<file path="config.mk">
export PLATFORM = sky130hd
export DESIGN_NAME = mlp_result_streamer_flat
export DESIGN_NICKNAME = d
export VERILOG_FILES = /design/src/rtl/tpu_stream_pkg.sv /design/src/rtl/mlp_result_streamer_if.sv /design/src/rtl/result_fifo.sv /design/src/rtl/mlp_result_streamer.sv /design/src/flat_wrapper.sv
export SDC_FILE = /design/constraint.sdc
export NUM_CORES = 1
export LEC_CHECK = 0
export ABC_AREA = 1
export CAP_MARGIN = 20
export CORE_ASPECT_RATIO = 0.6
export CORE_MARGIN = 3
export CORE_UTILIZATION = 50
export CTS_CLUSTER_DIAMETER = 120
export DETAILED_ROUTE_END_ITERATION = 7
export PLACE_DENSITY = 0.69
export SYNTH_ARGS = -nofsm -noshare
export SYNTH_HDL_FRONTEND = slang
export SYNTH_SLANG_ARGS = --single-unit
</file>
<file path="constraint.sdc">
create_clock -name clk -period 7.2 [get_ports clk]
set_input_delay 1.8 -clock clk [delete_from_list [all_inputs] [get_ports clk]]
set_output_delay 1.8 -clock clk [all_outputs]
set_load 0.05 [all_outputs]
</file>
<file path="src/rtl/tpu_stream_pkg.sv">
// Shared types and constants for the MLP result byte streamer.
// Optional checksum byte controlled by macro RESULT_CHECKSUM_EN.
package tpu_stream_pkg;

    localparam logic [7:0] HEADER_DEFAULT = 8'hA5;
    localparam int         FRAME_LEN_BASE = 10;

`ifdef RESULT_CHECKSUM_EN
    localparam int FRAME_LEN = FRAME_LEN_BASE + 1;
`else
    localparam int FRAME_LEN = FRAME_LEN_BASE;
`endif

    // Byte index width; covers up to 16 bytes per frame.
    localparam int IDX_W = 4;

    typedef enum logic {
        IDLE = 1'b0,
        SEND = 1'b1
    } stream_state_t;

    typedef struct packed {
        logic [2:0]         layer;
        logic signed [31:0] acc0;
        logic signed [31:0] acc1;
    } result_entry_t;

    // Byte at position idx of the base frame (header, layer, acc0, acc1; MSB first).
    function automatic logic [7:0] frame_byte(input result_entry_t e,
                                              input logic [7:0]    hdr,
                                              input logic [IDX_W-1:0] idx);
        logic [7:0] b;
        case (idx)
            4'd0:    b = hdr;
            4'd1:    b = {5'b0, e.layer};
            4'd2:    b = e.acc0[31:24];
            4'd3:    b = e.acc0[23:16];
            4'd4:    b = e.acc0[15:8];
            4'd5:    b = e.acc0[7:0];
            4'd6:    b = e.acc1[31:24];
            4'd7:    b = e.acc1[23:16];
            4'd8:    b = e.acc1[15:8];
            4'd9:    b = e.acc1[7:0];
            default: b = 8'h00;
        endcase
        return b;
    endfunction

`ifdef RESULT_CHECKSUM_EN
    // XOR over every base-frame byte, header included.
    function automatic logic [7:0] frame_checksum(input result_entry_t e,
                                                  input logic [7:0]    hdr);
        logic [7:0] x;
        x = 8'h00;
        for (int i = 0; i < FRAME_LEN_BASE; i++) begin
            x = x ^ frame_byte(e, hdr, IDX_W'(i));
        end
        return x;
    endfunction
`endif

endpackage

</file>
<file path="src/rtl/mlp_result_streamer_if.sv">
// Valid/ready byte stream from the result streamer towards the UART transmitter.
interface mlp_result_streamer_if;
    logic [7:0] tx_data;
    logic       tx_valid;
    logic       tx_ready;

    modport master (output tx_data, output tx_valid, input tx_ready);
    modport slave  (input tx_data, input tx_valid, output tx_ready);
endinterface

</file>
<file path="src/rtl/result_fifo.sv">
// Synchronous show-ahead FIFO of result entries; the head is readable while not empty.
// Full/empty come from the occupancy counter, pointers wrap modulo DEPTH.
module result_fifo
    import tpu_stream_pkg::*;
#(
    parameter int  DEPTH   = 4,
    parameter type entry_t = result_entry_t,
    localparam int CNT_W   = $clog2(DEPTH + 1),
    localparam int PTR_W   = $clog2(DEPTH)
) (
    input  logic             clk,
    input  logic             rst,
    input  logic             push,
    input  entry_t           push_data,
    input  logic             pop,
    output entry_t           pop_data,
    output logic             full,
    output logic             empty,
    output logic [CNT_W-1:0] count
);

    entry_t mem [DEPTH];

    logic [PTR_W-1:0] wr_ptr_q, wr_ptr_d;
    logic [PTR_W-1:0] rd_ptr_q, rd_ptr_d;
    logic [CNT_W-1:0] count_q, count_d;
    logic             do_push, do_pop;

    assign full     = (count_q == CNT_W'(DEPTH));
    assign empty    = (count_q == '0);
    assign count    = count_q;
    assign pop_data = mem[rd_ptr_q];

    // A pop in the same cycle frees a slot, so a push onto a full FIFO still lands.
    assign do_pop  = pop && !empty;
    assign do_push = push && (!full || do_pop);

    always_comb begin
        wr_ptr_d = wr_ptr_q;
        rd_ptr_d = rd_ptr_q;
        count_d  = count_q;
        if (do_push) begin
            wr_ptr_d = wr_ptr_q + PTR_W'(1);
        end
        if (do_pop) begin
            rd_ptr_d = rd_ptr_q + PTR_W'(1);
        end
        case ({do_push, do_pop})
            2'b10:   count_d = count_q + CNT_W'(1);
            2'b01:   count_d = count_q - CNT_W'(1);
            default: count_d = count_q;
        endcase
    end

    always_ff @(posedge clk) begin
        if (rst) begin
            wr_ptr_q <= '0;
            rd_ptr_q <= '0;
            count_q  <= '0;
        end else begin
            wr_ptr_q <= wr_ptr_d;
            rd_ptr_q <= rd_ptr_d;
            count_q  <= count_d;
        end
    end

    always_ff @(posedge clk) begin
        if (do_push) begin
            mem[wr_ptr_q] <= push_data;
        end
    end

endmodule

</file>
<file path="src/rtl/mlp_result_streamer.sv">
// Buffers MLP result pairs and serializes each into a fixed byte frame for the UART.
// Define RESULT_CHECKSUM_EN to append an XOR checksum byte to every frame.
module mlp_result_streamer
    import tpu_stream_pkg::*;
#(
    parameter int         DEPTH  = 4,
    parameter logic [7:0] HEADER = HEADER_DEFAULT
) (
    input  logic                       clk,
    input  logic                       rst,
    input  logic                       acc_valid,
    input  logic signed [31:0]         acc0,
    input  logic signed [31:0]         acc1,
    input  logic [2:0]                 layer,
    input  logic                       clr_overflow,
    mlp_result_streamer_if.master      tx,
    output logic                       overflow,
    output logic [$clog2(DEPTH+1)-1:0] fifo_count,
    output logic                       busy
);

    localparam logic [IDX_W-1:0] LAST_IDX = IDX_W'(FRAME_LEN - 1);

    stream_state_t    state_q, state_d;
    result_entry_t    frame_q, frame_d;
    logic [IDX_W-1:0] idx_q, idx_d;
    logic [7:0]       tx_data_q, tx_data_d;
    logic             tx_valid_q, tx_valid_d;
    logic             overflow_q, overflow_d;
`ifdef RESULT_CHECKSUM_EN
    logic [7:0]       csum_q, csum_d;
`endif

    result_entry_t    acc_entry, head;
    logic             fifo_pop, fifo_full, fifo_empty, drop;
    logic [IDX_W-1:0] next_idx;
    logic [7:0]       next_byte;

    assign acc_entry = '{layer: layer, acc0: acc0, acc1: acc1};

    result_fifo #(
        .DEPTH   (DEPTH),
        .entry_t (result_entry_t)
    ) u_fifo (
        .clk       (clk),
        .rst       (rst),
        .push      (acc_valid),
        .push_data (acc_entry),
        .pop       (fifo_pop),
        .pop_data  (head),
        .full      (fifo_full),
        .empty     (fifo_empty),
        .count     (fifo_count)
    );

    assign drop = acc_valid && fifo_full && !fifo_pop;

    always_comb begin
        next_idx  = idx_q + IDX_W'(1);
        next_byte = frame_byte(frame_q, HEADER, next_idx);
`ifdef RESULT_CHECKSUM_EN
        if (next_idx == IDX_W'(FRAME_LEN_BASE)) begin
            next_byte = csum_q;
        end
`endif
    end

    always_comb begin
        state_d    = state_q;
        frame_d    = frame_q;
        idx_d      = idx_q;
        tx_data_d  = tx_data_q;
        tx_valid_d = tx_valid_q;
        fifo_pop   = 1'b0;
`ifdef RESULT_CHECKSUM_EN
        csum_d     = csum_q;
`endif
        case (state_q)
            IDLE: begin
                tx_valid_d = 1'b0;
                tx_data_d  = 8'h00;
                if (!fifo_empty) begin
                    fifo_pop   = 1'b1;
                    frame_d    = head;
                    idx_d      = '0;
                    state_d    = SEND;
                    tx_valid_d = 1'b1;
                    tx_data_d  = HEADER;
`ifdef RESULT_CHECKSUM_EN
                    csum_d     = frame_checksum(head, HEADER);
`endif
                end
            end
            SEND: begin
                if (tx_valid_q && tx.tx_ready) begin
                    if (idx_q == LAST_IDX) begin
                        // Reload straight from the FIFO so frames run back-to-back.
                        if (!fifo_empty) begin
                            fifo_pop   = 1'b1;
                            frame_d    = head;
                            idx_d      = '0;
                            tx_valid_d = 1'b1;
                            tx_data_d  = HEADER;
`ifdef RESULT_CHECKSUM_EN
                            csum_d     = frame_checksum(head, HEADER);
`endif
                        end else begin
                            state_d    = IDLE;
                            idx_d      = '0;
                            tx_valid_d = 1'b0;
                            tx_data_d  = 8'h00;
                        end
                    end else begin
                        idx_d     = next_idx;
                        tx_data_d = next_byte;
                    end
                end
            end
            default: begin
                state_d    = IDLE;
                tx_valid_d = 1'b0;
                tx_data_d  = 8'h00;
            end
        endcase
    end

    // A drop wins over a simultaneous clear so no loss goes unreported.
    always_comb begin
        overflow_d = overflow_q;
        if (drop) begin
            overflow_d = 1'b1;
        end else if (clr_overflow) begin
            overflow_d = 1'b0;
        end
    end

    always_ff @(posedge clk) begin
        if (rst) begin
            state_q    <= IDLE;
            frame_q    <= '0;
            idx_q      <= '0;
            tx_data_q  <= 8'h00;
            tx_valid_q <= 1'b0;
            overflow_q <= 1'b0;
`ifdef RESULT_CHECKSUM_EN
            csum_q     <= 8'h00;
`endif
        end else begin
            state_q    <= state_d;
            frame_q    <= frame_d;
            idx_q      <= idx_d;
            tx_data_q  <= tx_data_d;
            tx_valid_q <= tx_valid_d;
            overflow_q <= overflow_d;
`ifdef RESULT_CHECKSUM_EN
            csum_q     <= csum_d;
`endif
        end
    end

    assign tx.tx_data  = tx_data_q;
    assign tx.tx_valid = tx_valid_q;
    assign overflow    = overflow_q;
    assign busy        = (state_q == SEND) || (fifo_count != '0);

endmodule

</file>
<file path="src/flat_wrapper.sv">
// flat-port wrapper written by rule: the top's interface ports become plain ports
module mlp_result_streamer_flat import tpu_stream_pkg::*;
#(
    parameter int         DEPTH  = 4,
    parameter logic [7:0] HEADER = HEADER_DEFAULT
)
  (clk, rst, acc_valid, acc0, acc1, layer, clr_overflow, overflow, fifo_count, busy, tx_tx_data, tx_tx_valid, tx_tx_ready);
  mlp_result_streamer_if tx_i ();
  input  logic clk;
  input  logic rst;
  input  logic acc_valid;
  input  logic signed [31:0] acc0;
  input  logic signed [31:0] acc1;
  input  logic [2:0] layer;
  input  logic clr_overflow;
  output logic overflow;
  output logic [$clog2(DEPTH+1)-1:0] fifo_count;
  output logic busy;
  output wire logic [$bits(tx_i.tx_data)-1:0] tx_tx_data;
  output wire logic [$bits(tx_i.tx_valid)-1:0] tx_tx_valid;
  input wire logic [$bits(tx_i.tx_ready)-1:0] tx_tx_ready;
  assign tx_tx_data = tx_i.tx_data;
  assign tx_tx_valid = tx_i.tx_valid;
  assign tx_i.tx_ready = tx_tx_ready;
  mlp_result_streamer #(.DEPTH(DEPTH), .HEADER(HEADER)) u_core (.clk(clk), .rst(rst), .acc_valid(acc_valid), .acc0(acc0), .acc1(acc1), .layer(layer), .clr_overflow(clr_overflow), .tx(tx_i), .overflow(overflow), .fifo_count(fifo_count), .busy(busy));
endmodule
</file>
==> results.json, run 1 <==
{
  "crit_fanout": 52,
  "htree_levels": 1,
  "finalMaxSlewViolations": 0,
  "maxSlewHeadroom_pct": 26.2,
  "area_growth_syn_to_layout_pct": 15.9,
  "multi_input_area_um2": 3750,
  "synthFlopType": "edfxtp_1",
  "ys_seq_elements": 359,
  "synth_top_area_share_pct": 57.0,
  "fin_crit_sh_pct": 60.1,
  "rrSetupSlack_ns": 3.67,
  "peakVddDrop_mv": 0.325,
  "worstHoldPathType": "reg -> reg",
  "drt_wl_total_mm": 30.7,
  "die_area_um2": 30400,
  "drt_pre_antenna_iters": 5,
  "antenna_found_initial": 0,
  "drc": 0,
  "syn_inst": 1230,
  "synth.most_common_cell": "nor2_1",
  "grt_pass1_wl_mm": 48.7,
  "cp.arrival_ns": 4.77,
  "path_class": "in -> reg",
  "setup_violations": 0,
  "layout_min_cycle_time_ns": 4.33,
  "dp_hpwl_mm": 18.4,
  "cts_made_buffers": 31,
  "status": "completed",
  "worst_slew_pin_slew_ns": 1.11,
  "clock_sinks": 359,
  "cts_hold_buf": 0,
  "rows": 46,
  "syn_area_um2": 14100,
  "cp.required_ns": 7.65,
  "die_w_um": 223,
  "nNetsFinal": 1368,
  "fp.coreArea_um2": 27100,
  "rsz0062_at_grt": "no",
  "syn_nets": 1313,
  "viasPerCell": 5.56,
  "grt.total_usage_pct": 20.0,
  "end_kind": "register",
  "hold_violations": 0,
  "grt_max_degree": 107,
  "cap_violations": 0,
  "cts_buffer_depth": 3,
  "path_clk_slew_ns": 0.06,
  "grt_pass1_vias": 8627,
  "fp.dieH_um": 136,
  "route.vias.total": 9277,
  "port_buffers": 85,
  "clock_latency_ns": 0.56,
  "startpoint_type": "primary input",
  "yosysSeqAreaShare_pct": 69.9,
  "synth.area.top_cells": "edfxtp_1 (57%), dfxtp_1 (13%), nor2_1 (8.9%), o21ai_0 (4.7%), o32ai_1 (4.2%)",
  "synth_commonest_cells": "nor2_1 (334), edfxtp_1 (268), o21ai_0 (133)",
  "io_pins": 86,
  "final_cells": 1669,
  "initial_core_util_pct": 52.1,
  "setup_tns_ns": 0,
  "nFillCells": 2108,
  "place_congestion": 0.851,
  "power.density_nw_per_um2": 363,
  "async_flop_share_pct": 0,
  "synth_top_cell_by_area": "edfxtp_1",
  "drive_above_1_share_pct": 6.88,
  "cts_tree": "yes",
  "leakage_uw": 0.00567,
  "wl_per_cell_um": 18.4,
  "yosys_warnings": 0,
  "seq_area_um2": 9880,
  "grt.overflow.total": 0,
  "synth_cell_types": 37,
  "ant_nets": 0,
  "drt-initial-drc-count": 971,
  "timing.fmax_mhz": 231,
  "cts-resized-gates": 0,
  "fin_skew_ns": 0.00711,
  "cts_setup_buffers": 0,
  "diodes": 0,
  "root_buffer": "clkbuf_16",
  "syn_area_per_cell_um2": 11.5,
  "dp.cells": 1610,
  "synth-edff-count": 268
}
-- logic make-up (layout without fill, tap and decap cells) --
logic type	after synthesis	count (layout)	share of synthesized area (%)
buf+inv	126	205	3.79
flops	359	359	69.9
compound gates	260	260	11.2
fa+ha+maj	11	11	1.03
xor+xnor	2	2	0.390
simple gates	472	472	13.7
-- sequential cells by signal, summed over array words and instances (netlist names), named ones only --
name and flops:
u_core.u_fifo.mem 268, u_core.frame_q 67, u_core.tx.tx_data 8, u_core.idx_q 4
u_core.u_fifo.count 3, u_core.u_fifo.rd_ptr_q 2, u_core.u_fifo.wr_ptr_q 2, u_core.overflow 1
u_core.state_q 1, u_core.tx.tx_valid 1
-- power breakdown --
group / switching, µW / internal (µW)
clock network: 715 / 1040
logic: 996 / 459
registers: 172 / 2560
total: 1880 / 4050
-- placed cells by master (no fill, tap or decap), types with 5 or more instances in the layout --
cell type / n
clkbuf_16: 32
nand4_1: 22
a21oi_1: 33
edfxtp_1: 268
o32ai_1: 67
nor2_1: 330
clkinv_1: 5
ha_1: 10
clkdlybuf4s50_1: 85
o21ai_1: 15
dfxtp_1: 89
inv_1: 44
bufinv_16: 5
o21ai_0: 133
buf_4: 8
nor2_4: 10
nand2_1: 82
nand3_1: 19
clkbuf_1: 5
-- critical path, cell delays in order --
cell,delay [ns]
clkdlybuf4s50_1,0.47
nand2_1,0.10
nand2_1,0.12
bufinv_8,0.21
nor2_1,0.23
nand2_2,0.09
inv_2,0.56
ha_1,0.27
inv_1,0.07
fa_1,0.38
a21oi_1,0.14
o21ai_0,0.11
o21ai_0,0.16
a21oi_1,0.06
-- cell type report --
class / instances / area share (%)
Sequential cell: 359 / 60.4
Multi-Input combinational cell: 745 / 22.9
Timing Repair Buffer: 97 / 6.10
Clock buffer: 43 / 5.42
Tap cell: 360 / 2.75
Inverter: 51 / 1.27
Clock inverter: 14 / 1.18
-- final timing paths --
check        cells after the start               from                endpoint
max                             14        tx_tx_ready  u_core.u_fifo.count[2]
min reg2reg                      2  u_core.frame_q[9]       u_core.frame_q[9]
max reg2reg                     14    u_core.idx_q[0]  u_core.u_fifo.count[2]
min                              2  u_core.frame_q[9]       u_core.frame_q[9]
-- per-layer routing --
| layer | routed length, µm | GRT usage (%) |
|---|---|---|
| met5 | 0 | 0 |
| met1 | 15300 | 32.1 |
| met3 | 1700 | 3.43 |
| met4 | 368 | 2.68 |
| met2 | 13300 | 29.4 |
-- stage by stage --
step / worst slack (ns) / hold WS [ns] / util, % / area, µm² / power (µW)
after global placement: 2.25 / 0.439 / 56.2 / 15200 / 4170
after global routing: 2.69 / 0.476 / 60.4 / 16400 / 6250
after detailed placement: 2.16 / 0.443 / 56.2 / 15200 / 4200
final: 2.87 / 0.454 / 60.4 / 16400 / 5930
after floorplan: 1.27 / 0.425 / - / 14100 / 3750
after CTS: 2.73 / 0.456 / 60.2 / 16300 / 5950
Note: power is estimated with default switching activity, not from simulation.
==> run 2, diff against run 1 <==
- PLACE_DENSITY: 0.69 -> 0.72
- clock period: 7.2 -> 3.65 ns (I/O delays scaled with it)
==> run 2 against run 1 <==
Global-route usage is 0.37 points higher. Flip-flop and latch count stayed put. Critical path type is now reg -> out. Cell count up 0.48%. Clock-buffer cell count fell by 3. Clock skew increased by 0.016 ns. Total power up 93%. Register-to-register slack got worse by 3.0 ns. Highest routed layer unchanged. Critical endpoint is now busy. Wire length rose by 0.91%.
==> results.json, run 2 (synthesis results as in run 1) <==
{
  "root_buffer": "clkbuf_16",
  "hold_ws_ns": 0.455,
  "holdPathStages": 2,
  "grt_pass1_wl_mm": 49.2,
  "worst_slew_pin_slew_ns": 0.838,
  "viasPerCell": 5.55,
  "timing.fmax_mhz": 291,
  "grt_max_degree": 86,
  "cts_buffer_depth": 3,
  "area_growth_syn_to_layout_pct": 15.7,
  "reg2reg_depth": 14,
  "fin_crit_sh_pct": 94.3,
  "rsz0062_at_grt": "no",
  "worstHoldPathType": "reg -> reg",
  "cts_setup_buffers": 0,
  "layout_min_cycle_time_ns": 3.44,
  "clock_sinks": 359,
  "place_congestion": 0.855,
  "power.density_nw_per_um2": 700,
  "cts_tree": "yes",
  "hold_violations": 0,
  "setup_tns_ns": 0,
  "pre_cts_slack_ns": 0.373,
  "dp.cells": 1619,
  "initial_core_util_pct": 52.1,
  "cp.arrival_ns": 2.53,
  "final_cells": 1677,
  "diodes": 0,
  "maxSlewHeadroom_pct": 44.1,
  "drt_pre_antenna_iters": 5,
  "cap_violations": 0,
  "top_register": "u_core.u_fifo.mem",
  "hold_end": "u_core.frame_q[51]",
  "drc": 0,
  "leakage_uw": 0.00566,
  "antenna_found_initial": 0,
  "clock_latency_ns": 0.58,
  "reg2reg_from": "u_core.idx_q[0]",
  "fp.dieH_um": 136,
  "path_clk_slew_ns": 0.06,
  "drive_above_1_share_pct": 7.37,
  "largest_reg_flops": 268,
  "status": "completed",
  "post-route-util_pct": 60.3,
  "cts-resized-gates": 0,
  "final_cell_mix": "nor2_1 (330), edfxtp_1 (268), o21ai_0 (133)",
  "crit_fanout": 4,
  "route.vias.total": 9315,
  "wl_per_cell_um": 18.4,
  "setup_ws_ns": 0.208,
  "cp.required_ns": 2.74,
  "die_w_um": 223,
  "die_area_um2": 30400,
  "nNetsFinal": 1375,
  "min_from": "u_core.frame_q[51]",
  "grt_pass1_vias": 8802,
  "grt.overflow.total": 0,
  "final_common_cell": "nor2_1",
  "drt-initial-drc-count": 1030,
  "grt.total_usage_pct": 20.4,
  "cts_made_buffers": 31,
  "port_buffers": 85,
  "finalMaxSlewViolations": 0,
  "cts_hold_buf": 0,
  "rrSetupSlack_ns": 0.65,
  "drt_wl_total_mm": 30.9,
  "setup_violations": 0,
  "end_kind": "output port",
  "startpoint_type": "register",
  "fp.coreArea_um2": 27100,
  "ant_nets": 0,
  "htree_levels": 1,
  "rows": 46,
  "dp_hpwl_mm": 19.2,
  "r2r-end": "u_core.u_fifo.count[2]",
  "peakVddDrop_mv": 0.546,
  "fin_skew_ns": 0.0228,
  "nFillCells": 2124,
  "io_pins": 86,
  "path_class": "reg -> out"
}
[run 2: area by class of cell]
| cell class | instances | area [µm²] | area share, % |
|---|---|---|---|
| sequential | 359 | 9880 | 60.4 |
| clock inverter | 18 | 116 | 0.712 |
| multi-input combinational | 745 | 3750 | 22.9 |
| inverter | 51 | 208 | 1.27 |
| clock buffer | 40 | 840 | 5.14 |
| timing repair buffer | 104 | 1110 | 6.77 |
| tap | 360 | 450 | 2.76 |
[run 2: worst max path at each step]
stage,from,end,slack [ns]
global route,u_core.u_fifo.count[0],busy,0.12
CTS,u_core.u_fifo.count[2],busy,0.20
global placement,tx_tx_ready,u_core.u_fifo.count[2],0.39
floorplan,tx_tx_ready,u_core.u_fifo.mem[0][0],-0.31
detailed placement,tx_tx_ready,u_core.u_fifo.count[2],0.37
finish,u_core.u_fifo.count[0],busy,0.21
[run 2: worst max-delay path: stages, from the launching register on]
cell,delay (ns)
dfxtp_1,0.34
nor3_1,0.43
inv_1,0.15
or2_2,0.34
clkdlybuf4s50_1,0.71
[run 2: power breakdown]
part           internal [µW]  total [µW]  switching (µW)  leakage, µW
Sequential              5040        5430             393      0.00321
Combinational            930        2870            1940      0.00198
Clock                   1690        3130            1440     0.000475
[run 2: per-layer routing]
layer	wire [µm]	track usage, %	part of all wire, %	vias to the layer above
met4	574	3.95	1.9	0
met3	1930	3.84	6.2	45
li1	-	-	-	4489
met1	15300	32.2	49	4487
met2	13100	29.6	42	294
met5	0	0	0	-
[run 2: per-stage QoR]
step	total power, µW	instance area, µm²
after floorplan	7400	14100
after global placement	8300	15400
after detailed placement	8360	15400
after CTS	11500	16300
after global routing	12100	16300
final	11400	16300
==> run 3, diff against run 2 <==
- REMOVE_ABC_BUFFERS: default -> 1
==> run 3 against run 2 <==
Non-clock buffer count rose by 2. Clock-buffer cell count fell by 5. Final area rose by 0.60%. Wire length increased by 1.2%. Highest routed layer unchanged. Flip-flop and latch count unchanged.
==> results.json, run 3 (synthesis results as in run 1) <==
{
  "nFillCells": 2116,
  "hold_violations": 0,
  "setup_tns_ns": 0,
  "path_class": "reg -> out",
  "peakVddDrop_mv": 0.451,
  "maxSlewHeadroom_pct": 40.4,
  "crit_fanout": 3,
  "layout_min_cycle_time_ns": 3.28,
  "grt.overflow.total": 0,
  "port_buffers": 85,
  "dp_hpwl_mm": 18.8,
  "viasPerCell": 5.61,
  "rows": 46,
  "fp.coreArea_um2": 27100,
  "drive_above_1_share_pct": 7.66,
  "finalMaxSlewViolations": 0,
  "end_kind": "output port",
  "fin_crit_sh_pct": 89.9,
  "rsz0062_at_grt": "no",
  "die_area_um2": 30400,
  "cap_violations": 0,
  "worstHoldPathType": "reg -> reg",
  "reg2reg_depth": 16,
  "leakage_uw": 0.00570,
  "crit_end": "busy",
  "diodes": 0,
  "cp.arrival_ns": 2.37,
  "fp.dieH_um": 136,
  "largest_reg_flops": 268,
  "post-route-util_pct": 60.7,
  "hold_ws_ns": 0.462,
  "antenna_found_initial": 0,
  "grt_pass1_vias": 8994,
  "htree_levels": 1,
  "clock_sinks": 359,
  "area_growth_syn_to_layout_pct": 16.4,
  "cts_buffer_depth": 3,
  "route.vias.total": 9422,
  "drc": 0,
  "reg2reg_from": "u_core.idx_q[1]",
  "worst_slew_pin_slew_ns": 0.894,
  "rrSetupSlack_ns": 1.02,
  "final_cells": 1679,
  "dp.cells": 1621,
  "timing.fmax_mhz": 305,
  "clock_latency_ns": 0.59,
  "cts_made_buffers": 31,
  "drt_pre_antenna_iters": 5,
  "path_clk_slew_ns": 0.07,
  "nNetsFinal": 1377,
  "cts_tree": "yes",
  "r2r-end": "u_core.u_fifo.count[2]",
  "grt.total_usage_pct": 20.6,
  "io_pins": 86,
  "ant_nets": 0,
  "startpoint": "u_core.u_fifo.count[2]",
  "final_common_cell": "nor2_1",
  "cp.required_ns": 2.74,
  "wl_per_cell_um": 18.6,
  "drt-initial-drc-count": 889,
  "place_congestion": 0.815,
  "fin_skew_ns": 0.0150,
  "startpoint_type": "register",
  "status": "completed",
  "cts_hold_buf": 0,
  "die_w_um": 223,
  "grt_pass1_wl_mm": 49.3,
  "root_buffer": "clkbuf_16",
  "cts_setup_buffers": 0,
  "setup_violations": 0,
  "power.density_nw_per_um2": 715,
  "top_register": "u_core.u_fifo.mem",
  "drt_wl_total_mm": 31.3,
  "final_cell_mix": "nor2_1 (330), edfxtp_1 (268), o21ai_0 (133)",
  "setup_ws_ns": 0.369,
  "grt_max_degree": 86,
  "pre_cts_slack_ns": 0.338,
  "initial_core_util_pct": 52.1,
  "cts-resized-gates": 0
}
-- run 3: power by group --
group          switching (µW)  internal (µW)
logic                    1950            928
clock network            1480           1990
registers                 368           5040
-- run 3: worst min path at each step --
| stage | to | from | depth (start not counted) | slack [ns] |
|---|---|---|---|---|
| 4_1_cts | u_core.frame_q[1] | u_core.frame_q[1] | 2 | 0.46 |
| 3_5_place_dp | u_core.frame_q[1] | u_core.frame_q[1] | 2 | 0.45 |
| 6_report | u_core.frame_q[52] | u_core.frame_q[52] | 2 | 0.46 |
| 3_3_place_gp | u_core.frame_q[54] | u_core.frame_q[54] | 2 | 0.44 |
| 5_1_grt | u_core.frame_q[3] | u_core.frame_q[3] | 2 | 0.47 |
| 2_1_floorplan | u_core.frame_q[12] | u_core.frame_q[12] | 2 | 0.43 |
-- run 3: layout make-up --
cell class / instances / area [µm²] / share of cell area (%)
Inverter: 51 / 208 / 1.26
Clock inverter: 23 / 285 / 1.74
Timing Repair Buffer: 106 / 1080 / 6.59
Multi-Input combinational cell: 745 / 3750 / 22.8
Tap cell: 360 / 450 / 2.74
Clock buffer: 35 / 791 / 4.81
Sequential cell: 359 / 9880 / 60.1
-- run 3: routing by layer --
| layer | GRT usage (%) | share of wire, % | vias up |
|---|---|---|---|
| li1 | - | - | 4487 |
| met4 | 5.19 | 2.0 | 0 |
| met1 | 31.1 | 46 | 4588 |
| met5 | 0 | 0 | - |
| met2 | 31.1 | 45 | 299 |
| met3 | 3.58 | 7.0 | 48 |
-- run 3: critical path: stages, from the launching register on --
cell and delay, ns:
dfxtp_1 0.34, nor3_1 0.28, inv_1 0.13, or2_2 0.33
clkdlybuf4s50_1 0.71
-- run 3: per-stage QoR --
| step | power (µW) | cell area [µm²] |
|---|---|---|
| after floorplan | 7280 | 13800 |
| after global placement | 8280 | 15400 |
| after detailed placement | 8340 | 15400 |
| after CTS | 11800 | 16400 |
| after global routing | 12300 | 16400 |
| final | 11800 | 16400 |
